## src/rtl/tlb_access_arbiter.sv

```systemverilog
`default_nettype none
// ============================================================================
// Module   : tlb_access_arbiter
// Purpose  : Shares the TLB's single lookup port between instruction fetch,
//            data load/store and CP0 management ops (TLBP/TLBR/TLBWI/TLBWR).
//            Lookups are arbitrated round-robin. A tag FIFO records the source
//            of each in-flight lookup so that in-order TLB responses are
//            routed back to the right requester. Management ops wait until
//            every in-flight lookup has drained. The block also owns the CP0
//            Random counter that indexes TLBWR.
// Ports    : clk, rst (async, active high)
//            inst_req_*/inst_resp_valid   fetch lookup channel
//            data_req_*/data_resp_valid   data lookup channel
//            mgmt_*                       CP0 management op channel
//            cp0_wired*, random_out       CP0 Wired input / Random output
//            tlb_lkp_*, tlb_mgmt_*        TLB-facing lookup and management
//            protocol_err                 sticky: response with none in flight
// Options  : define DATA_PRIORITY_EN so that data always beats inst when both
//            requesters are valid (no round-robin pointer is built).
// Revision : 1.0 - initial release
// ============================================================================
module tlb_access_arbiter #(
    parameter int TLB_ENTRIES     = 32,
    parameter int IDXW            = $clog2(TLB_ENTRIES),
    parameter int MAX_OUTSTANDING = 4
) (
    input  logic            clk,
    input  logic            rst,
    input  logic            inst_req_valid,
    output logic            inst_req_ready,
    input  logic [31:0]     inst_vaddr,
    output logic            inst_resp_valid,
    input  logic            data_req_valid,
    output logic            data_req_ready,
    input  logic [31:0]     data_vaddr,
    input  logic            data_wr,
    output logic            data_resp_valid,
    input  logic            mgmt_valid,
    input  logic [1:0]      mgmt_op,
    input  logic [IDXW-1:0] mgmt_index,
    output logic            mgmt_ready,
    output logic            mgmt_done,
    input  logic [IDXW-1:0] cp0_wired,
    input  logic            cp0_wired_we,
    output logic [IDXW-1:0] random_out,
    output logic            tlb_lkp_valid,
    output logic [31:0]     tlb_lkp_vaddr,
    output logic            tlb_lkp_wr,
    input  logic            tlb_lkp_resp_valid,
    output logic            tlb_mgmt_valid,
    output logic [1:0]      tlb_mgmt_op,
    output logic [IDXW-1:0] tlb_mgmt_index,
    input  logic            tlb_mgmt_ack,
    output logic            protocol_err
);

    localparam int PTRW = (MAX_OUTSTANDING > 1) ? $clog2(MAX_OUTSTANDING) : 1;
    localparam int CNTW = $clog2(MAX_OUTSTANDING) + 1;

    localparam logic [IDXW-1:0] RAND_TOP = IDXW'(TLB_ENTRIES - 1);
    localparam logic [CNTW-1:0] CNT_MAX  = CNTW'(MAX_OUTSTANDING);

    localparam logic [1:0] S_IDLE  = 2'd0;
    localparam logic [1:0] S_DRAIN = 2'd1;
    localparam logic [1:0] S_MGMT  = 2'd2;
    localparam logic [1:0] S_DONE  = 2'd3;

    localparam logic [1:0] OP_TLBP  = 2'b00;
    localparam logic [1:0] OP_TLBR  = 2'b01;
    localparam logic [1:0] OP_TLBWI = 2'b10;
    localparam logic [1:0] OP_TLBWR = 2'b11;

    // ------------------------------------------------------------------------
    // State
    // ------------------------------------------------------------------------
    logic [1:0]                 state_q,   state_d;
    logic [CNTW-1:0]            count_q,   count_d;
    logic [PTRW-1:0]            wr_ptr_q,  wr_ptr_d;
    logic [PTRW-1:0]            rd_ptr_q,  rd_ptr_d;
    logic [MAX_OUTSTANDING-1:0] tag_q,     tag_d;     // 0 = inst, 1 = data
    logic [1:0]                 op_q,      op_d;
    logic [IDXW-1:0]            index_q,   index_d;
    logic [IDXW-1:0]            random_q,  random_d;
    logic                       err_q,     err_d;
`ifndef DATA_PRIORITY_EN
    logic                       last_data_q, last_data_d;  // 1 = data won last
`endif

    logic lkp_ok;
    logic resp_pop;
    logic grant_inst;
    logic grant_data;
    logic lkp_push;
    logic head_src;

    // ------------------------------------------------------------------------
    // Lookup arbitration
    // ------------------------------------------------------------------------
    always_comb begin
        resp_pop = tlb_lkp_resp_valid && (count_q != '0);
        // A response popping this cycle frees a slot, so a full tracker can
        // still accept a new lookup in the same cycle.
        lkp_ok   = !rst && (state_q == S_IDLE) && !mgmt_valid &&
                   ((count_q < CNT_MAX) || resp_pop);
`ifdef DATA_PRIORITY_EN
        grant_data = lkp_ok && data_req_valid;
        grant_inst = lkp_ok && inst_req_valid && !data_req_valid;
`else
        grant_inst = lkp_ok && inst_req_valid && (!data_req_valid || last_data_q);
        grant_data = lkp_ok && data_req_valid && !grant_inst;
`endif
        lkp_push = grant_inst || grant_data;
    end

    assign inst_req_ready = grant_inst;
    assign data_req_ready = grant_data;
    assign tlb_lkp_valid  = lkp_push;
    assign tlb_lkp_vaddr  = grant_data ? data_vaddr : inst_vaddr;
    assign tlb_lkp_wr     = grant_data && data_wr;

    // ------------------------------------------------------------------------
    // Response routing from the tag FIFO head
    // ------------------------------------------------------------------------
    assign head_src        = tag_q[rd_ptr_q];
    assign inst_resp_valid = resp_pop && !head_src;
    assign data_resp_valid = resp_pop &&  head_src;

    // ------------------------------------------------------------------------
    // Tag FIFO, outstanding count, sticky protocol error
    // ------------------------------------------------------------------------
    always_comb begin
        tag_d    = tag_q;
        wr_ptr_d = wr_ptr_q;
        rd_ptr_d = rd_ptr_q;
        count_d  = count_q;
        err_d    = err_q || (tlb_lkp_resp_valid && (count_q == '0));

        // Pointers wrap naturally because the depth is a power of two. When
        // full with a simultaneous push/pop, wr and rd hit the same slot; the
        // head is read from the old value before the write lands.
        if (lkp_push) begin
            tag_d[wr_ptr_q] = grant_data;
            wr_ptr_d        = wr_ptr_q + PTRW'(1);
        end
        if (resp_pop) begin
            rd_ptr_d = rd_ptr_q + PTRW'(1);
        end

        case ({lkp_push, resp_pop})
            2'b10:   count_d = count_q + CNTW'(1);
            2'b01:   count_d = count_q - CNTW'(1);
            default: count_d = count_q;
        endcase
    end

`ifndef DATA_PRIORITY_EN
    always_comb begin
        last_data_d = last_data_q;
        if (lkp_push) begin
            last_data_d = grant_data;
        end
    end
`endif

    // ------------------------------------------------------------------------
    // Management sequencing
    // ------------------------------------------------------------------------
    always_comb begin
        state_d        = state_q;
        op_d           = op_q;
        index_d        = index_q;
        mgmt_ready     = 1'b0;
        tlb_mgmt_valid = 1'b0;
        mgmt_done      = 1'b0;

        case (state_q)
            S_IDLE: begin
                mgmt_ready = !rst && (count_q == '0);
                if (mgmt_valid) begin
                    if (count_q == '0) begin
                        state_d = S_MGMT;
                        op_d    = mgmt_op;
                        case (mgmt_op)
                            OP_TLBWR: index_d = random_q;
                            OP_TLBR,
                            OP_TLBWI: index_d = mgmt_index;
                            OP_TLBP:  index_d = '0;
                            default:  index_d = '0;
                        endcase
                    end else begin
                        state_d = S_DRAIN;
                    end
                end
            end
            // Acceptance happens back in IDLE so it always sees a clean,
            // empty tracker.
            S_DRAIN: begin
                if (count_q == '0) begin
                    state_d = S_IDLE;
                end
            end
            S_MGMT: begin
                tlb_mgmt_valid = 1'b1;
                if (tlb_mgmt_ack) begin
                    state_d = S_DONE;
                end
            end
            S_DONE: begin
                mgmt_done = 1'b1;
                state_d   = S_IDLE;
            end
            default: begin
                state_d = S_IDLE;
            end
        endcase
    end

    assign tlb_mgmt_op    = op_q;
    assign tlb_mgmt_index = index_q;

    // ------------------------------------------------------------------------
    // CP0 Random: counts down from the top to Wired, then wraps to the top.
    // A Wired value at or above the top pins Random at the top.
    // ------------------------------------------------------------------------
    always_comb begin
        if (cp0_wired_we || (cp0_wired >= RAND_TOP) || (random_q == cp0_wired)) begin
            random_d = RAND_TOP;
        end else begin
            random_d = random_q - IDXW'(1);
        end
    end

    assign random_out   = random_q;
    assign protocol_err = err_q;

    // ------------------------------------------------------------------------
    // Registers
    // ------------------------------------------------------------------------
    always_ff @(posedge clk or posedge rst) begin
        if (rst) begin
            state_q  <= S_IDLE;
            count_q  <= '0;
            wr_ptr_q <= '0;
            rd_ptr_q <= '0;
            tag_q    <= '0;
            op_q     <= OP_TLBP;
            index_q  <= '0;
            random_q <= RAND_TOP;
            err_q    <= 1'b0;
        end else begin
            state_q  <= state_d;
            count_q  <= count_d;
            wr_ptr_q <= wr_ptr_d;
            rd_ptr_q <= rd_ptr_d;
            tag_q    <= tag_d;
            op_q     <= op_d;
            index_q  <= index_d;
            random_q <= random_d;
            err_q    <= err_d;
        end
    end

`ifndef DATA_PRIORITY_EN
    // Reset value makes inst the favoured requester on the first conflict.
    always_ff @(posedge clk or posedge rst) begin
        if (rst) begin
            last_data_q <= 1'b1;
        end else begin
            last_data_q <= last_data_d;
        end
    end
`endif

endmodule
`default_nettype wire

```

## config.mk

```make
export PLATFORM = sky130hd
export DESIGN_NAME = tlb_access_arbiter
export DESIGN_NICKNAME = d
export VERILOG_FILES = /design/src/rtl/tlb_access_arbiter.sv
export SDC_FILE = /design/constraint.sdc
export NUM_CORES = 1
export LEC_CHECK = 0
export ABC_AREA = 1
export BUFFER_PORTS_ARGS = -buffer_cell sky130_fd_sc_hd__buf_2
export CORE_UTILIZATION = 30
export CTS_BUF_LIST = sky130_fd_sc_hd__clkbuf_4 sky130_fd_sc_hd__clkbuf_8
export DETAILED_ROUTE_END_ITERATION = 7
export HOLD_SLACK_MARGIN = 0.06
export REMOVE_ABC_BUFFERS = 1
export SYNTH_ARGS = -nofsm -noshare
export SYNTH_HDL_FRONTEND = slang
export SYNTH_SLANG_ARGS = --single-unit
```

## constraint.sdc

```tcl
create_clock -name clk -period 5.3 [get_ports clk]
set_clock_uncertainty 0.05 [all_clocks]
set_input_delay 0.265 -clock clk [delete_from_list [all_inputs] [get_ports clk]]
set_output_delay 0.265 -clock clk [all_outputs]
set_load 0.05 [all_outputs]
```

## Word level (Yosys, flattened, before mapping)

Cells that the tools add are included.

| word-level totals | value |
|---|---|
| flip-flop bits (word level) | 27 |
| output and inout bits | 54 |
| input bits | 85 |
| logic and storage cells | 82 |

| operators by class | value |
|---|---|
| add/subtract/negate cells | 5 |
| reductions and logical operators | 33 |
| eq/ne operators | 12 |
| magnitude comparators | 5 |
| mux-type cells | 17 |

Operators by type and width:

| kind | number |
|---|---|
| 32-bit two-way mux | 1 |
| 5-bit one-hot mux with 3 select lines | 1 |
| 1-bit logical AND | 14 |
| 2-bit == test (second input constant) | 5 |
| 2-bit two-way mux | 4 |
| 2-bit one-hot mux with 4 select lines | 1 |
| 2-bit by 1-bit == test with 1-bit output (second input constant) | 3 |
| 1-bit logical OR | 6 |
| 2-bit by 3-bit < comparator with 1-bit output (second input constant) | 2 |
| 2-bit != test (second input constant) | 3 |
| 3-bit one-hot mux with 2 select lines | 1 |
| 3-bit AND reduction | 2 |
| 5-bit == test | 1 |
| 5-bit greater-or-equal comparator (second input constant) | 1 |
| 1-bit zero test | 5 |
| 1-bit two-way mux | 5 |
| 5-bit two-way mux | 1 |
| 5-bit by 1-bit subtractor with 5-bit output (second input constant) | 1 |
| 2-bit by 1-bit adder with 2-bit output (second input constant) | 2 |
| 4-bit bitwise mux | 1 |
| 2-bit zero test | 2 |
| 3-bit by 1-bit adder with 3-bit output (second input constant) | 1 |
| 3-bit zero test | 1 |
| 3-bit < comparator (second input constant) | 1 |
| 7 further kinds | 7 |

## Depth between registers and ports, before layout

Gate-level depths: netlist (run 1).

| depth | value |
|---|---|
| word-level depth | 11 |
| depth in mapped cells | 11 |
| mapped depth without buffers | 11 |

## Worst setup path before layout (run 1)

No wires, ideal clock.

| timing | value |
|---|---|
| path type | input to output |
| start point | input rst |
| end point | output inst_req_ready |
| data required time | 4985 ps |
| slack | 2781 ps |
| arrival | 2204 ps |
| path buffers | 0 |
| stages on the path | 3 |
| cell sequence | inv_1 nand2_1 nor3_1 |

| on the way | value |
|---|---|
| cells in the longest elaborated chain, start to end | 6 |

Ends and longest elaborated chain:

| item | RTL line | RTL |
|---|---|---|
| start, declared | 28 | `input logic rst,` |
| 1-bit zero test (no line) | n/a |  |
| 1-bit logical AND (3 in a row) | 103 | `lkp_ok = !rst && (state_q == S_IDLE) && !mgmt_valid &&` |
| 1-bit logical AND (2 in a row) | 109 | `grant_inst = lkp_ok && inst_req_valid && (!data_req_valid \|\| last_data_q);` |
| end, declared | 30 | `output logic inst_req_ready,` |

Every way passes these cells.

## Worst setup path after layout (run 1)

| timing | value |
|---|---|
| start point | input rst |
| end point | output tlb_lkp_vaddr[2] |

| on the way | value |
|---|---|
| cells in the longest elaborated chain, start to end | 9 |
| elaborated cells on any way between the ends | 10 |
| classes of those cells | mux (1); reduce/logical (9) |

Ends and longest elaborated chain:

| item | RTL line | RTL |
|---|---|---|
| 1-bit zero test (no line) (*) | n/a |  |
| 1-bit logical AND (*) (3 in a row) | 103 |  |
| 1-bit logical AND (2 in a row) | 109 |  |
| 1-bit zero test | 110 | `grant_data = lkp_ok && data_req_valid && !grant_inst;` |
| 1-bit logical AND (*) | 110 |  |
| 32-bit two-way mux (*) | 118 | `assign tlb_lkp_vaddr = grant_data ? data_vaddr : inst_vaddr;` |
| end, declared | 47 | `output logic [31:0] tlb_lkp_vaddr,` |

Mark *: on every way between the ends. The rest lies on a longest branch, timed or not.

==> metrics.yaml, run 1 <==
critical_path:
  cp_num_buf_inv: 6
  worstPathRequired_ns: 4.99
  path_max_fanout: 37
  crit_path_top_delay_cell: "dlygate4sd3_1"
  path_depth: 11
  worstPathArrival_ns: 2.81
  crit_family: "buffers and inverters"
  slowest_delay_ns: 0.53
  cp_common_cell: "nand2_1"
  crit_chain: "dlygate4sd3_1 -> buf_2 -> inv_1 -> buf_4 -> nand2_1 -> nor2_4 -> nand3_4 -> inv_4 -> nand2_1 -> nand2_1 -> buf_2"
  crit_type: "input pin to primary output"
  critPathCaptureType: "primary output"
  worstRegToRegCells: 9
  worstSetupStartpointType: "input pin"
clock_tree:
  max-clock-path-buffers: 2
  tritoncts: "done"
  cts_made_buffers: 3
  cts.sinks: 27
  cts_root_buf: "clkbuf_8"
  htree_levels: 1
  clk_pin_slew_worst_paths_ns: 0.09
  clock_latency_ns: 0.27
final_layout:
  register_area_sq_um: 683.2
  nFillCells: 624
  drive_gt1_frac: 0.3660
  nets: 523
  insertedDiodeCount: 0
  final_cells: 504
  multiInputGateArea_sq_um: 1047
  area_growth_pct: 41.68
pwr:
  power.share.clock: 0.120
  p_seq_frac: 0.331
  leakage_uw: 0.001682
  combPwrFrac: 0.550
  p_int_uw: 509.7
  p_sw_frac: 0.4968
  power-per-cell-area_nw_per_um2: 371.5
  ir_drop_v: 0.0002022
  finalPower_uw: 1013
  p_sw_uw: 503.1
placement:
  io_buffers: 138
  gp_congestion: 0.8070
  dp_hpwl_mm: 4.161
  placed_cells: 499
job:
  max_cap_viol_count: 0
synthesis:
  yosys_warnings: 0
  synth_area_leaders: "nand2_1 29%, dfrtp_1 27%, dfstp_2 8.2%"
  avgSynthCellArea_sq_um: 6.613
  yosysTopAreaCell: "nand2_1"
  synth_top_area_share: 0.2887
  syn-cell-area_sq_um: 1924
  ys_seq_elements: 27
  synthCells: 291
  synth-seq-area-share: 0.3550
  synthDistinctLibCells: 26
timing:
  min_period_ns: 3.126
  finalSetupTns_ns: 0
  max_freq_ghz: 0.3199
  worstMarginPinSlew_ns: 0.3952
  maxSlewHeadroom: 0.7365
  drv_slew: 0
  fin_hold_ws_ns: 0.1597
  fin_crit_sh: 0.5897
  hold_violations: 0
  rsz0062_at_grt: "false"
  setup_violations: 0
route:
  drtAntennaViolNets: 0
  drtPass1Iterations: 4
  via_per_inst: 4.284
  drc: 0
  drtIter0Drc: 49
  wl_mm: 5.112
  vias: 2159
  routedWlPerCell_microns: 10.14
floorplanning:
  die_w_microns: 82.09
  die-area_sq_um: 6739
  core_sq_um: 6061
  rows: 28
  die_y_microns: 82.09
  start_util: 0.3175
  io_pins: 139
global_route:
  grt_pass1_vias: 1907
  grt_max_degree: 38
  grt_overflow: 0
  track_usage: 0.1481
  antenna_found_initial: 0
  grt_pass1_wl_mm: 7.769
outcome:
  status: "complete, no violations"
worst_hold_path:
  hold_depth: 3
  hold_class: "input pin to flip-flop"
==> worst reg2reg max path: cells and delay by family, from the launching register on <==
kind                       cells  cell delay (ns)
AOI/OAI and AO/OA              4             0.65
adders and majority gates      2             0.58
DFF                            1             0.37
xor gates and xnor gates       1             0.15
buffers and inverters          2             0.12
==> timing repair <==
action | in CTS | in global routing
setup buffers | 0 | 0
endpoints found under the hold margin | 21 | 0
hold buffers | 1 | 0
gates resized for setup | 0 | 0
==> worst paths after layout <==
check | start | slack [ns] | to
max in group asynchronous | rst | 4.33 | last_data_q
hold reg to reg | tlb_mgmt_op[1] | 0.43 | tlb_mgmt_op[1]
setup reg to reg | last_data_q | 3.27 | count_q[2]
setup / recovery | rst | 2.17 | tlb_lkp_vaddr[2]
hold / removal | mgmt_op[0] | 0.16 | tlb_mgmt_op[0]
min in group asynchronous | rst | 0.55 | tlb_mgmt_index[2]
==> metal layers <==
layer | GRT usage | up-vias | wire length [microns]
li1 | - | 1158 | -
met1 | 0.1685 | 928 | 2203
met2 | 0.2752 | 71 | 2555
met3 | 0.03846 | 2 | 319
met4 | 0.03158 | 0 | 34
met5 | 0 | - | 0
==> synth_stat cells, drive strengths merged <==
library cell	number
o21ai	13
dfrtp	21
fa	1
dfstp	6
inv	38
buf	6
or3	1
nand4	2
nor2	14
xnor2	2
a21oi	6
nand3	12
or2	1
nor3	1
ha	7
nand2	149
xor2	5
o21bai	5
a21boi	1
==> power by group through the flow <==
stage / clock network, uW / registers (uW) / logic, uW
2_1_floorplan: 0 / 426 / 335
6_report: 121 / 335 / 557
3_5_place_dp: 0 / 340 / 562
3_3_place_gp: 0 / 339 / 558
5_1_grt: 137 / 346 / 618
4_1_cts: 128 / 336 / 565
==> kinds of logic after synthesis <==
logic type / synth area share
AO/OA/AOI/OAI: 0.07478
XOR/XNOR: 0.03186
adder cells (fa/ha/maj): 0.05592
buffers and inverters: 0.1008
flip-flops: 0.3550
AND/OR/NAND/NOR: 0.3817
==> final cells by class <==
type / instances / share of cell area
clock buffer: 4 / 0.01790
multi-input combinational: 220 / 0.3841
tap: 75 / 0.03442
timing repair buffer: 140 / 0.2598
inverter: 38 / 0.05324
sequential: 27 / 0.2506
==> registers in the layout (all words and copies together), names as in the netlist <==
register        count
count_q             3
last_data_q         1
protocol_err        1
random_out          5
rd_ptr_q            2
state_q             2
tag_q               4
tlb_mgmt_index      5
tlb_mgmt_op         2
wr_ptr_q            2
==> metrics by stage <==
step / setup WS, ns / area, sq um / utilization
floorplan: 2.679 / 1876 / -
global placement: 2.684 / 2668 / 0.4401
detailed placement: 2.664 / 2668 / 0.4401
CTS: 2.109 / 2726 / 0.4498
global route: 1.844 / 2726 / 0.4498
finish: 2.174 / 2726 / 0.4498
==> cell usage in the layout, fill, tap and decap left out, types with 2 or more instances in the layout <==
master,instances
nand2_1,148
clkbuf_8,3
inv_1,37
dfstp_2,6
o21bai_1,5
a21oi_1,6
buf_2,138
nand3_1,11
nor2_4,2
xor2_1,5
dfrtp_1,21
o21ai_0,12
nand4_1,2
xnor2_1,2
ha_1,7
nor2_1,11
Note: power is estimated with default switching activity, not from simulation.
==> inputs of run 2 (changes only) <==
==> constraint.sdc (replaced) <==
create_clock -name clk -period 3 [get_ports clk]
set_clock_uncertainty 0.05 [all_clocks]
set_input_delay 0.15 -clock clk [delete_from_list [all_inputs] [get_ports clk]]
set_output_delay 0.15 -clock clk [all_outputs]
set_load 0.05 [all_outputs]
==> run 2 against run 1 <==
Net effect:
- sequential share of layout area shrank 0.18 points
- first-iteration DRC count is 24% higher
- critical path depth is 1 lower
- clock power grew 76%
- design area is 0.73% higher
- hold slack got worse by 0.059 ns
- combinational power increased by 78%
- largest cell class unchanged
- register-to-register slack worse by 2.3 ns
- core utilization is 0.33 points higher
- sequential cell count unchanged
- global-route usage increased by 0.79 points
==> metrics.yaml, run 2 (same netlist as run 1, synthesis figures left out) <==
outcome:
  status: "complete, no violations"
timing:
  finalSetupTns_ns: 0
  rsz0062_at_grt: "false"
  max_freq_ghz: 0.3999
  drv_slew: 0
  fin_crit_sh: 0.8336
  maxSlewHeadroom: 0.7263
  hold_violations: 0
  setup_violations: 0
  worstMarginPinSlew_ns: 0.4105
  min_period_ns: 2.501
route:
  via_per_inst: 4.310
  drc: 0
  drtPass1Iterations: 4
  drtAntennaViolNets: 0
  vias: 2181
  wl_mm: 5.197
  routedWlPerCell_microns: 10.27
  drtIter0Drc: 61
floorplanning:
  rows: 28
  io_pins: 139
  die_w_microns: 82.09
  die-area_sq_um: 6739
  die_y_microns: 82.09
  start_util: 0.3175
  core_sq_um: 6061
clock_tree:
  max-clock-path-buffers: 2
  htree_levels: 1
  cts_made_buffers: 3
  holdBufCountCts: 3
  cts.sinks: 27
  post_cts_buffers: 0
  cts_root_buf: "clkbuf_8"
  clk_pin_slew_worst_paths_ns: 0.09
  tritoncts: "done"
  cts_resized: 0
  clock_latency_ns: 0.28
final_layout:
  area_growth_pct: 42.72
  drive_gt1_frac: 0.3643
  insertedDiodeCount: 0
  layout_common_cells: "148 x nand2_1, 138 x buf_2, 37 x inv_1"
  nets: 525
  final_common_cell: "nand2_1"
  final_cells: 506
critical_path:
  worstSetupStartpointType: "input pin"
  worstPathArrival_ns: 2.30
  worstPathRequired_ns: 2.80
  crit_type: "input pin to primary output"
  r2r_start: "last_data_q"
  critPathCaptureType: "primary output"
  rrSetupSlack_ns: 0.97
  crit_path_start: "rst"
  path_max_fanout: 37
placement:
  gp_congestion: 0.8062
  placed_cells: 499
  dp_hpwl_mm: 4.196
  io_buffers: 138
pwr:
  power-per-cell-area_nw_per_um2: 654.3
  leakage_uw: 0.001686
  ir_drop_v: 0.0003825
job:
  max_cap_viol_count: 0
global_route:
  grt_pass1_vias: 1988
  grt_max_degree: 38
  antenna_found_initial: 0
  track_usage: 0.1561
  grt_overflow: 0
  grt_pass1_wl_mm: 8.231
worst_hold_path:
  min-delay-start: "tlb_lkp_resp_valid"
  hold_class: "input pin to flip-flop"
-- run 2: worst paths after layout --
check,to,depth (start not counted)
worst max register to register,count_q[2],9
max in group asynchronous,random_out[4],4
worst min-delay path,protocol_err,3
worst min register to register,tlb_mgmt_index[0],2
worst max-delay path,tlb_lkp_vaddr[22],10
min in group asynchronous,wr_ptr_q[1],4
-- run 2: critical path: stages --
cell and delay, ns:
dlygate4sd3_1 0.53, buf_2 0.13, inv_1 0.06, nand2_1 0.11, nor2_4 0.14, nand3_4 0.33, inv_4 0.41, nand2_1 0.09
nand2_1 0.08, buf_2 0.26
-- run 2: cell type report --
| type | count | area, sq um |
|---|---|---|
| flip-flops and latches | 27 | 683.2 |
| multi-input cells | 220 | 1047 |
| clock inverters | 1 | 7.507 |
| clock buffers | 3 | 41.29 |
| inverters | 38 | 145.1 |
| repair buffers | 142 | 728.2 |
| well taps | 75 | 93.84 |
| fillers | 649 | 3314 |
-- run 2: power by group --
| group | total [uW] | internal (uW) | switching [uW] |
|---|---|---|---|
| combinational | 990 | 289 | 701 |
| clock | 213 | 94.4 | 118 |
| sequential | 594 | 510 | 84.4 |
-- run 2: metrics by stage --
step	total power (uW)	util	instance area [sq um]	hold WS, ns	setup WS, ns
4_1_cts	1814	0.4531	2746	0.09565	0.4624
2_1_floorplan	1345	-	1876	0.1568	0.6094
6_report	1797	0.4531	2746	0.1004	0.4991
3_3_place_gp	1579	0.4401	2668	0.2296	0.8569
5_1_grt	1951	0.4531	2746	0.1235	0.2577
3_5_place_dp	1595	0.4401	2668	0.2239	0.8164
-- run 2: layer usage --
metal | GRT usage | wire [microns] | vias to the layer above
met3 | 0.01648 | 226 | 5
met5 | 0 | 0 | -
met1 | 0.1821 | 2319 | 947
li1 | - | - | 1159
met4 | 0.05263 | 66 | 0
met2 | 0.2934 | 2584 | 70
==> inputs of run 3 (changes only) <==
==> constraint.sdc (replaced) <==
create_clock -name clk -period 2.6 [get_ports clk]
set_clock_uncertainty 0.05 [all_clocks]
set_input_delay 0.13 -clock clk [delete_from_list [all_inputs] [get_ports clk]]
set_output_delay 0.13 -clock clk [all_outputs]
set_load 0.05 [all_outputs]
==> run 3 against run 2 <==
Net effect:
- sequential share of layout area barely moved
- setup slack got worse by 0.27 ns
- non-clock buffer count did not move
- critical path depth did not move
- sequential power rose by 15%
- wire length fell by 0.58%
- sequential cell count did not move
- hold slack got worse by 0.017 ns
- power rose by 15%
- die area did not move
- register-to-register slack got worse by 0.39 ns
- core utilization rose by 0.083 points
- largest cell class unchanged
- highest routed layer unchanged
==> metrics.yaml, run 3 (same netlist as run 1, synthesis figures left out) <==
global_route:
  grt_pass1_vias: 2047
  grt_max_degree: 38
  grt_overflow: 0
  track_usage: 0.1541
  grt_pass1_wl_mm: 8.231
  antenna_found_initial: 0
placement:
  io_buffers: 138
  gp_congestion: 0.7617
  dp_hpwl_mm: 4.161
route:
  met3_length_microns: 261
  routed.top_layer: "met4"
  wl_mm: 5.167
  routedWlPerCell_microns: 10.21
  drc: 0
  drt-met1-wl_mm: 2.152
  vias: 2216
  drtAntennaViolNets: 0
  via_per_inst: 4.379
  drtIter0Drc: 61
  wl_met2_mm: 2.720
  drtPass1Iterations: 4
floorplanning:
  rows: 28
  start_util: 0.3175
  io_pins: 139
  core_sq_um: 6061
  die_w_microns: 82.09
  die_y_microns: 82.09
  die-area_sq_um: 6739
critical_path:
  crit_family: "buffers and inverters"
  critPathCaptureType: "primary output"
  crit_type: "input pin to primary output"
  worstSetupStartpointType: "input pin"
  path_max_fanout: 37
  crit_path_top_delay_cell: "dlygate4sd3_1"
  crit_chain: "dlygate4sd3_1 -> buf_2 -> inv_1 -> nand2_1 -> nor2_4 -> nand3_4 -> inv_8 -> nand2_1 -> nand2_1 -> buf_2"
  worstPathArrival_ns: 2.19
  cp_num_buf_inv: 5
  slowest_delay_ns: 0.53
  cp_common_cell: "nand2_1"
  worstPathRequired_ns: 2.42
clock_tree:
  clock_latency_ns: 0.26
  clk_pin_slew_worst_paths_ns: 0.09
  max-clock-path-buffers: 2
  cts.sinks: 27
  htree_levels: 1
  post_cts_buffers: 0
  cts_made_buffers: 3
  cts_root_buf: "clkbuf_8"
  tritoncts: "done"
timing:
  finalSetupTns_ns: 0
  rsz0062_at_grt: "false"
  setup_violations: 0
  fin_hold_ws_ns: 0.08353
  max_freq_ghz: 0.4223
  drv_slew: 0
  min_period_ns: 2.368
  fin_crit_sh: 0.9108
  maxSlewHeadroom: 0.7192
  hold_violations: 0
  worstMarginPinSlew_ns: 0.4212
final_layout:
  layout_common_cells: "148 x nand2_1, 138 x buf_2, 37 x inv_1"
  area_growth_pct: 42.98
  nets: 525
  final_common_cell: "nand2_1"
  drive_gt1_frac: 0.3643
  insertedDiodeCount: 0
pwr:
  ir_drop_v: 0.0004635
  power-per-cell-area_nw_per_um2: 754.2
  leakage_uw: 0.001691
outcome:
  status: "complete, no violations"
job:
  max_cap_viol_count: 0
worst_hold_path:
  hold_class: "input pin to flip-flop"
## run 3: cell types whose count changed in the layout (fill, tap and decap cells not counted), sizes merged
cell / delta
clkbuf: +1
clkinvlp: -1
## run 3: path summary, 6_finish.rpt
kind	startpoint	endpoint	slack [ns]	cells after the start
setup reg to reg	last_data_q	count_q[2]	0.58	9
setup / recovery	rst	tlb_lkp_vaddr[19]	0.23	10
hold / removal	tlb_lkp_resp_valid	protocol_err	0.08	3
min in group asynchronous	rst	protocol_err	0.45	4
hold reg to reg	tlb_mgmt_op[0]	tlb_mgmt_op[0]	0.42	2
max in group asynchronous	rst	random_out[4]	1.74	4
## run 3: area by class of cell
type	instances	area, sq um
tap	75	93.84
timing repair buffer	142	728.2
clock buffer	4	48.80
sequential	27	683.2
fill	629	3309
inverter	38	150.1
multi-input combinational	220	1047
## run 3: per-layer routing
metal / global-route usage / vias up
li1: - / 1164
met2: 0.2959 / 75
met4: 0.03684 / 0
met5: 0 / -
met1: 0.1798 / 975
met3: 0.01758 / 2
## run 3: per-stage QoR
stage / total power [uW] / utilization / instances / area, sq um / setup slack, ns
floorplan: 1552 / - / 285 / 1876 / 0.2494
global placement: 1824 / 0.4401 / 499 / 2668 / 0.4728
detailed placement: 1842 / 0.4401 / 499 / 2668 / 0.4235
CTS: 2100 / 0.4531 / 506 / 2746 / 0.08796
global route: 2265 / 0.4540 / 506 / 2751 / 0.01569
finish: 2075 / 0.4540 / 506 / 2751 / 0.2320
## run 3: power by group
part           leakage, uW  switching, uW  internal, uW
logic              0.00135            811           335
registers         0.000310           96.4           588
clock network    0.0000262            125           120
## run 3: timing repair
item | in CTS | in global routing
endpoints found under the hold margin | 23 | 0
hold buffers | 3 | 0
resized for setup | 0 | 2
setup endpoints to repair | 0 | 32
## run 3: tightest hold or removal path: stages
cell,delay (ns)
buf_2,0.11
inv_1,0.06
o21bai_1,0.07
